$ cat config.mk
export PLATFORM = sky130hd
export DESIGN_NAME = axis_fifo_rr_arbiter_flat
export DESIGN_NICKNAME = d
export VERILOG_FILES = /design/src/rtl/axis_fifo_rr_arbiter_if.sv /design/src/rtl/axis_fifo_rr_arbiter.sv /design/src/flat_wrapper.sv
export SDC_FILE = /design/constraint.sdc
export NUM_CORES = 1
export LEC_CHECK = 0
export CORE_MARGIN = 2
export CORE_UTILIZATION = 57
export CTS_BUF_LIST = sky130_fd_sc_hd__clkbuf_4
export CTS_CLUSTER_SIZE = 16
export DETAILED_ROUTE_END_ITERATION = 12
export PLACE_DENSITY_LB_ADDON = 0.1
export SYNTH_ARGS = -nofsm -noshare
export SYNTH_HDL_FRONTEND = slang
export SYNTH_SLANG_ARGS = --single-unit
$ cat constraint.sdc
create_clock -name clk -period 3.68 [get_ports clk]
set_clock_uncertainty 0.15 [all_clocks]
set_input_delay 1.104 -clock clk [delete_from_list [all_inputs] [get_ports clk]]
set_output_delay 1.104 -clock clk [all_outputs]
set_load 0.05 [all_outputs]
$ cat src/rtl/axis_fifo_rr_arbiter_if.sv
// Shared-bus view of the round-robin packet scheduler: per-FIFO requests, muxed-stream handshake,
// bus select and status pulses. The master modport is the arbiter, the slave modport is its environment.
interface axis_fifo_rr_arbiter_if #(
  parameter int NUM_CH = 10
);
  logic [NUM_CH-1:0] fifo_tvalid;
  logic              axis_in_tvalid;
  logic              axis_in_tready;
  logic              axis_in_tlast;
  logic [7:0]        bus_sel;
  logic              grant_active;
  logic              pkt_done;
  logic              err_len;
  logic              err_stall;
  logic [15:0]       pkt_count;

  modport master (
    input  fifo_tvalid, axis_in_tvalid, axis_in_tready, axis_in_tlast,
    output bus_sel, grant_active, pkt_done, err_len, err_stall, pkt_count
  );

  modport slave (
    output fifo_tvalid, axis_in_tvalid, axis_in_tready, axis_in_tlast,
    input  bus_sel, grant_active, pkt_done, err_len, err_stall, pkt_count
  );
endinterface

$ cat src/rtl/axis_fifo_rr_arbiter.sv
// Round-robin packet scheduler: grant 1 cycle after request, held until the tlast beat, length limit or stall timeout.
// Does not backpressure: beats are observed only when the muxed stream's tvalid and tready are both high.
module axis_fifo_rr_arbiter #(
  parameter int NUM_CH        = 10,
  parameter int MAX_BEATS     = 1024,
  parameter int STALL_TIMEOUT = 256
) (
  input  logic                   clk,
  input  logic                   rst_n,
  axis_fifo_rr_arbiter_if.master bus
);
  localparam int CW = (NUM_CH > 1) ? $clog2(NUM_CH) : 1;

  typedef enum logic {IDLE, BUSY} state_t;

  state_t        state;
  logic [CW-1:0] cur;
  logic [CW-1:0] last;
  logic [15:0]   beat_cnt;
  logic [15:0]   stall_cnt;
  logic [15:0]   pkt_cnt_q;
  logic [7:0]    sel_q;
  logic          grant_q;
  logic          done_q;
  logic          len_q;
  logic          stall_q;

  // Requests above `last` win over requests at or below it; the lowest index wins within each group.
  logic          hi_found;
  logic          lo_found;
  logic [CW-1:0] hi_idx;
  logic [CW-1:0] lo_idx;
  logic [CW-1:0] pick;
  logic          any_req;

  always_comb begin
    hi_found = 1'b0;
    lo_found = 1'b0;
    hi_idx   = '0;
    lo_idx   = '0;
    for (int i = NUM_CH - 1; i >= 0; i--) begin
      if (bus.fifo_tvalid[i]) begin
        if (CW'(i) > last) begin
          hi_found = 1'b1;
          hi_idx   = CW'(i);
        end else begin
          lo_found = 1'b1;
          lo_idx   = CW'(i);
        end
      end
    end
    pick    = hi_found ? hi_idx : lo_idx;
    any_req = hi_found | lo_found;
  end

  logic beat;
  logic cur_vld;
  logic end_last;
  logic end_len;
  logic end_stall;
  logic release_pkt;

  assign beat        = bus.axis_in_tvalid & bus.axis_in_tready;
  assign cur_vld     = bus.fifo_tvalid[cur];
  assign end_last    = beat & bus.axis_in_tlast;
  assign end_len     = beat & (({1'b0, beat_cnt} + 17'd1) == 17'(MAX_BEATS));
  assign end_stall   = ~cur_vld & (({1'b0, stall_cnt} + 17'd1) == 17'(STALL_TIMEOUT));
  assign release_pkt = end_last | end_len | end_stall;

  always_ff @(posedge clk or negedge rst_n) begin
    if (!rst_n) begin
      state     <= IDLE;
      cur       <= '0;
      last      <= CW'(NUM_CH - 1);
      beat_cnt  <= '0;
      stall_cnt <= '0;
      pkt_cnt_q <= '0;
      sel_q     <= '0;
      grant_q   <= 1'b0;
      done_q    <= 1'b0;
      len_q     <= 1'b0;
      stall_q   <= 1'b0;
    end else begin
      done_q  <= 1'b0;
      len_q   <= 1'b0;
      stall_q <= 1'b0;
      case (state)
        IDLE: begin
          if (any_req) begin
            state     <= BUSY;
            cur       <= pick;
            sel_q     <= 8'd128 + 8'(pick);
            grant_q   <= 1'b1;
            beat_cnt  <= '0;
            stall_cnt <= '0;
          end
        end
        BUSY: begin
          if (beat) begin
            beat_cnt <= beat_cnt + 16'd1;
          end
          stall_cnt <= cur_vld ? 16'd0 : stall_cnt + 16'd1;
          // Single-cycle priority: tlast beat, then length limit, then stall timeout.
          if (release_pkt) begin
            state   <= IDLE;
            sel_q   <= '0;
            grant_q <= 1'b0;
            last    <= cur;
            done_q  <= end_last;
            len_q   <= ~end_last & end_len;
            stall_q <= ~end_last & ~end_len & end_stall;
            if (end_last) begin
              pkt_cnt_q <= pkt_cnt_q + 16'd1;
            end
          end
        end
        default: state <= IDLE;
      endcase
    end
  end

  assign bus.bus_sel      = sel_q;
  assign bus.grant_active = grant_q;
  assign bus.pkt_done     = done_q;
  assign bus.err_len      = len_q;
  assign bus.err_stall    = stall_q;
  assign bus.pkt_count    = pkt_cnt_q;
endmodule

$ cat src/flat_wrapper.sv
// flat-port wrapper written by rule: the top's interface ports become plain ports
module axis_fifo_rr_arbiter_flat 
#(
  parameter int NUM_CH        = 10,
  parameter int MAX_BEATS     = 1024,
  parameter int STALL_TIMEOUT = 256
)
  (clk, rst_n, bus_fifo_tvalid, bus_axis_in_tvalid, bus_axis_in_tready, bus_axis_in_tlast, bus_bus_sel, bus_grant_active, bus_pkt_done, bus_err_len, bus_err_stall, bus_pkt_count);
  axis_fifo_rr_arbiter_if #(.NUM_CH(NUM_CH)) bus_i ();
  input  logic clk;
  input  logic rst_n;
  input wire logic [$bits(bus_i.fifo_tvalid)-1:0] bus_fifo_tvalid;
  input wire logic [$bits(bus_i.axis_in_tvalid)-1:0] bus_axis_in_tvalid;
  input wire logic [$bits(bus_i.axis_in_tready)-1:0] bus_axis_in_tready;
  input wire logic [$bits(bus_i.axis_in_tlast)-1:0] bus_axis_in_tlast;
  output wire logic [$bits(bus_i.bus_sel)-1:0] bus_bus_sel;
  output wire logic [$bits(bus_i.grant_active)-1:0] bus_grant_active;
  output wire logic [$bits(bus_i.pkt_done)-1:0] bus_pkt_done;
  output wire logic [$bits(bus_i.err_len)-1:0] bus_err_len;
  output wire logic [$bits(bus_i.err_stall)-1:0] bus_err_stall;
  output wire logic [$bits(bus_i.pkt_count)-1:0] bus_pkt_count;
  assign bus_i.fifo_tvalid = bus_fifo_tvalid;
  assign bus_i.axis_in_tvalid = bus_axis_in_tvalid;
  assign bus_i.axis_in_tready = bus_axis_in_tready;
  assign bus_i.axis_in_tlast = bus_axis_in_tlast;
  assign bus_bus_sel = bus_i.bus_sel;
  assign bus_grant_active = bus_i.grant_active;
  assign bus_pkt_done = bus_i.pkt_done;
  assign bus_err_len = bus_i.err_len;
  assign bus_err_stall = bus_i.err_stall;
  assign bus_pkt_count = bus_i.pkt_count;
  axis_fifo_rr_arbiter #(.NUM_CH(NUM_CH), .MAX_BEATS(MAX_BEATS), .STALL_TIMEOUT(STALL_TIMEOUT)) u_core (.clk(clk), .rst_n(rst_n), .bus(bus_i));
endmodule
==> flow_summary.ini <==
[global_route]
overflow = 0
grt_pass1_vias = 3324
grt_max_degree = 36
grt_use_total = 0.2532
antenna_found_initial = 0
grt_pass1_wl_um = 15660

[timing]
drv_slew = 0
rsz0062_at_grt = false
tns_ns = 0
hold_viol_final = 0
fin_crit_sh = 0.9332
period_needed_ns = 3.434
whs_ns = 0.3268
final-setup-viol-count = 0
max_slew.worst_pin.slew_ns = 0.7403
relSlewSlack = 0.5065
fmax_mhz = 291.2

[critical_path]
cp-start-kind = primary input
cp_cell_sequence = clkdlybuf4s50_1, mux4_2, nand2b_1, a31o_2, a311o_1, nor4_2, a211o_1, mux2_1
startpoint = bus_fifo_tvalid[7]
arrival_ns = 3.58
crit_type = primary input to flop
r2r_cells = 9
critical_path_peak_fanout = 5
critPathCaptureType = flop
reg2reg_from = u_core.beat_cnt[0]
slowest_stage = mux4_2
slowest_delay_ns = 0.49
crit_required_ns = 3.82

[synthesis]
syn_area_per_cell_um2 = 8.659
yosysWarnings = 0
ys_ff_latch = 65
synth_area_mm2 = 0.004044
synth_ff_type = dfrtp_1
synth_cells = 467
synth_cell_types = 71
async_reset_ff_frac = 1.000
synth-edff-count = 0
synth-seq-area-share = 0.4028

[pwr]
p_int_uw = 1349
p_leak_uw = 0.001957
switching_share = 0.4385
power_switching_uw = 1053
power_frac_clock = 0.178
pwr-share-comb = 0.394
pwr_density_cell_mw_per_mm2 = 512.9
power_frac_seq = 0.428
ir_drop_uv = 260.8

[die]
die_h_um = 88.23
core_area_mm2 = 0.006832
die_w_um = 88.23
rows = 30
start_util = 0.5919
io_pins = 43
die_area_mm2 = 0.007785

[cts]
cts.htree.levels = 3
clk_latency_ns = 0.42
cts_tree = yes
cts_buffers = 9
cts_resized = 0
postCtsHoldBufs = 0
cts.sinks = 65
postCtsSetupRepairBufs = 0
root_buffer = clkbuf_4
cts_buffer_depth = 2
cts.clk_slew.worst_paths_ns = 0.12

[place]
port_buffers = 39
placed_area_mm2 = 0.004562
dp.final_hpwl_um = 6502
place.gp.congestion = 0.8929

[status]
status = finished clean

[finish]
finalInstanceArea_mm2 = 0.004683
nets = 526
drive_above_1_share = 0.1018
area_delta_synth_final_pct = 15.81
fillCellCount = 578
diodes = 0
utilization = 0.6855

[drt]
drtIter0Drc = 190
drtAntennaViolNets = 0
routed_wl_um = 9170
drc = 0
post_drt_wl_per_cell_um = 15.11
via_per_inst = 6.059
vias = 3678
drtPass1Iterations = 4

[worst_hold_path]
hold_path_depth = 1
hp-start = u_core.bus.pkt_count[15]
hp-class = flop to flop

[flow_run]
drv_cap = 0
## power groups by stage
stage	combinational [uW]	sequential, uW	clock (uW)
global route	1050	1050	469
CTS	948	1020	436
global placement	920	1030	0
finish	946	1030	428
floorplan	604	1070	0
detailed placement	944	1040	0
## state kept, by name (all words and copies together) (netlist names)
name,flops
u_core.cur,4
u_core.bus.pkt_done,1
u_core.bus.err_len,1
u_core.stall_cnt,16
u_core.bus.bus_sel,5
u_core.state,1
u_core.bus.pkt_count,16
u_core.last,4
u_core.beat_cnt,16
u_core.bus.err_stall,1
## cells by family (layout without fill, tap and decap cells)
| logic type | Yosys count | count (layout) | synth area share |
|---|---|---|---|
| XOR/XNOR | 19 | 19 | 0.04115 |
| AND/OR/NAND/NOR | 195 | 195 | 0.2497 |
| flip-flops | 65 | 65 | 0.4028 |
| AO/OA/AOI/OAI | 128 | 128 | 0.2085 |
| buffers and inverters | 41 | 83 | 0.04456 |
| adder cells (fa/ha/maj) | 6 | 6 | 0.01795 |
| multiplexers | 12 | 12 | 0.03434 |
| other | 1 | 3 | 0.0009273 |
## final timing paths
check,slack [ns],end
max in group asynchronous,2.15,u_core.beat_cnt[5]
setup reg to reg,0.58,u_core.last[2]
hold reg to reg,0.33,u_core.bus.pkt_count[15]
hold / removal,0.33,u_core.bus.pkt_count[15]
setup / recovery,0.25,u_core.last[2]
min in group asynchronous,0.59,u_core.beat_cnt[11]
## per-layer routing
metal | GRT usage | wire length (um)
met1 | 0.3686 | 4341
met2 | 0.3862 | 4261
met3 | 0.04664 | 461
met4 | 0.07851 | 105
met5 | 0 | 0
## cell usage after synthesis (2+ instances only)
| master | n | area, um^2 |
|---|---|---|
| buf_2 | 6 | 30.03 |
| mux2_1 | 3 | 33.78 |
| buf_4 | 5 | 37.54 |
| and4_1 | 2 | 17.52 |
| o2bb2ai_1 | 3 | 26.28 |
| o31ai_1 | 7 | 52.55 |
| a21o_1 | 4 | 30.03 |
| o311ai_0 | 3 | 26.28 |
| a211o_1 | 2 | 17.52 |
| nor4_1 | 5 | 31.28 |
| nand2b_1 | 4 | 25.02 |
| dfstp_2 | 2 | 52.55 |
| nand4_1 | 13 | 81.33 |
| ha_1 | 5 | 62.56 |
| a21boi_0 | 2 | 15.01 |
| mux2i_1 | 6 | 60.06 |
| o31a_1 | 2 | 17.52 |
| nor2_1 | 32 | 120.1 |
| xnor2_1 | 15 | 131.4 |
| o21bai_1 | 2 | 15.01 |
| o22ai_1 | 5 | 31.28 |
| o21a_1 | 4 | 30.03 |
| a21oi_1 | 19 | 95.09 |
| dfrtp_1 | 63 | 1577 |
| or3_1 | 3 | 18.77 |
| a22oi_1 | 2 | 15.01 |
| xor2_1 | 4 | 35.03 |
| o211a_1 | 3 | 30.03 |
| o21ai_0 | 38 | 190.2 |
| nor2b_1 | 9 | 56.30 |
| o41ai_1 | 2 | 17.52 |
| inv_1 | 10 | 37.54 |
| nand3_1 | 29 | 145.1 |
| nand2_1 | 53 | 198.9 |
| and3_1 | 13 | 81.33 |
| mux2_2 | 2 | 22.52 |
| nor3_1 | 13 | 65.06 |
| or2_2 | 4 | 25.02 |
| a31oi_1 | 18 | 112.6 |
| clkbuf_1 | 19 | 71.32 |
## layout make-up
class | instances | area, um^2 | share of cell area
multi-input cells | 363 | 2242 | 0.4788
flip-flops and latches | 65 | 1629 | 0.3478
repair buffers | 57 | 533.0 | 0.1138
well taps | 96 | 120.1 | 0.02565
clock buffers | 9 | 67.56 | 0.01443
clock inverters | 7 | 53.80 | 0.01149
inverters | 10 | 37.54 | 0.008015
## layout by cell type (no fill, tap or decap), types with 3 or more instances in the layout
cell,n
nand3_1,29
xor2_1,4
o21a_1,4
clkinvlp_4,3
or3_1,3
nor3_1,13
nand2_1,53
mux2_1,3
inv_1,10
ha_1,5
a21oi_1,19
and3_1,13
nor2b_1,9
o211a_1,3
or2_2,4
clkdlybuf4s50_1,38
buf_4,17
xnor2_1,15
o21ai_0,38
clkbuf_4,9
a21o_1,4
nand2b_1,4
o31ai_1,7
nor4_1,5
dfrtp_1,63
o22ai_1,5
nor2_1,32
o2bb2ai_1,3
conb_1,3
mux2i_1,6
o311ai_0,3
nand4_1,13
a31oi_1,18
## stage by stage
step	setup slack (ns)	total power, uW	std cells
final	0.2460	2402	607
after CTS	0.2535	2408	607
after floorplan	0.3658	1677	469
after global routing	0.1689	2573	607
after detailed placement	-0.1748	1983	591
after global placement	-0.1085	1949	591
## worst max-delay path, delay by kind of cell
family                 cells  cell delay [ns]
AND/OR/NAND/NOR            2             0.46
buffers and inverters      1             0.43
multiplexers               2             0.84
AO/OA/AOI/OAI              3             0.74
Note: power is estimated with default switching activity, not from simulation.
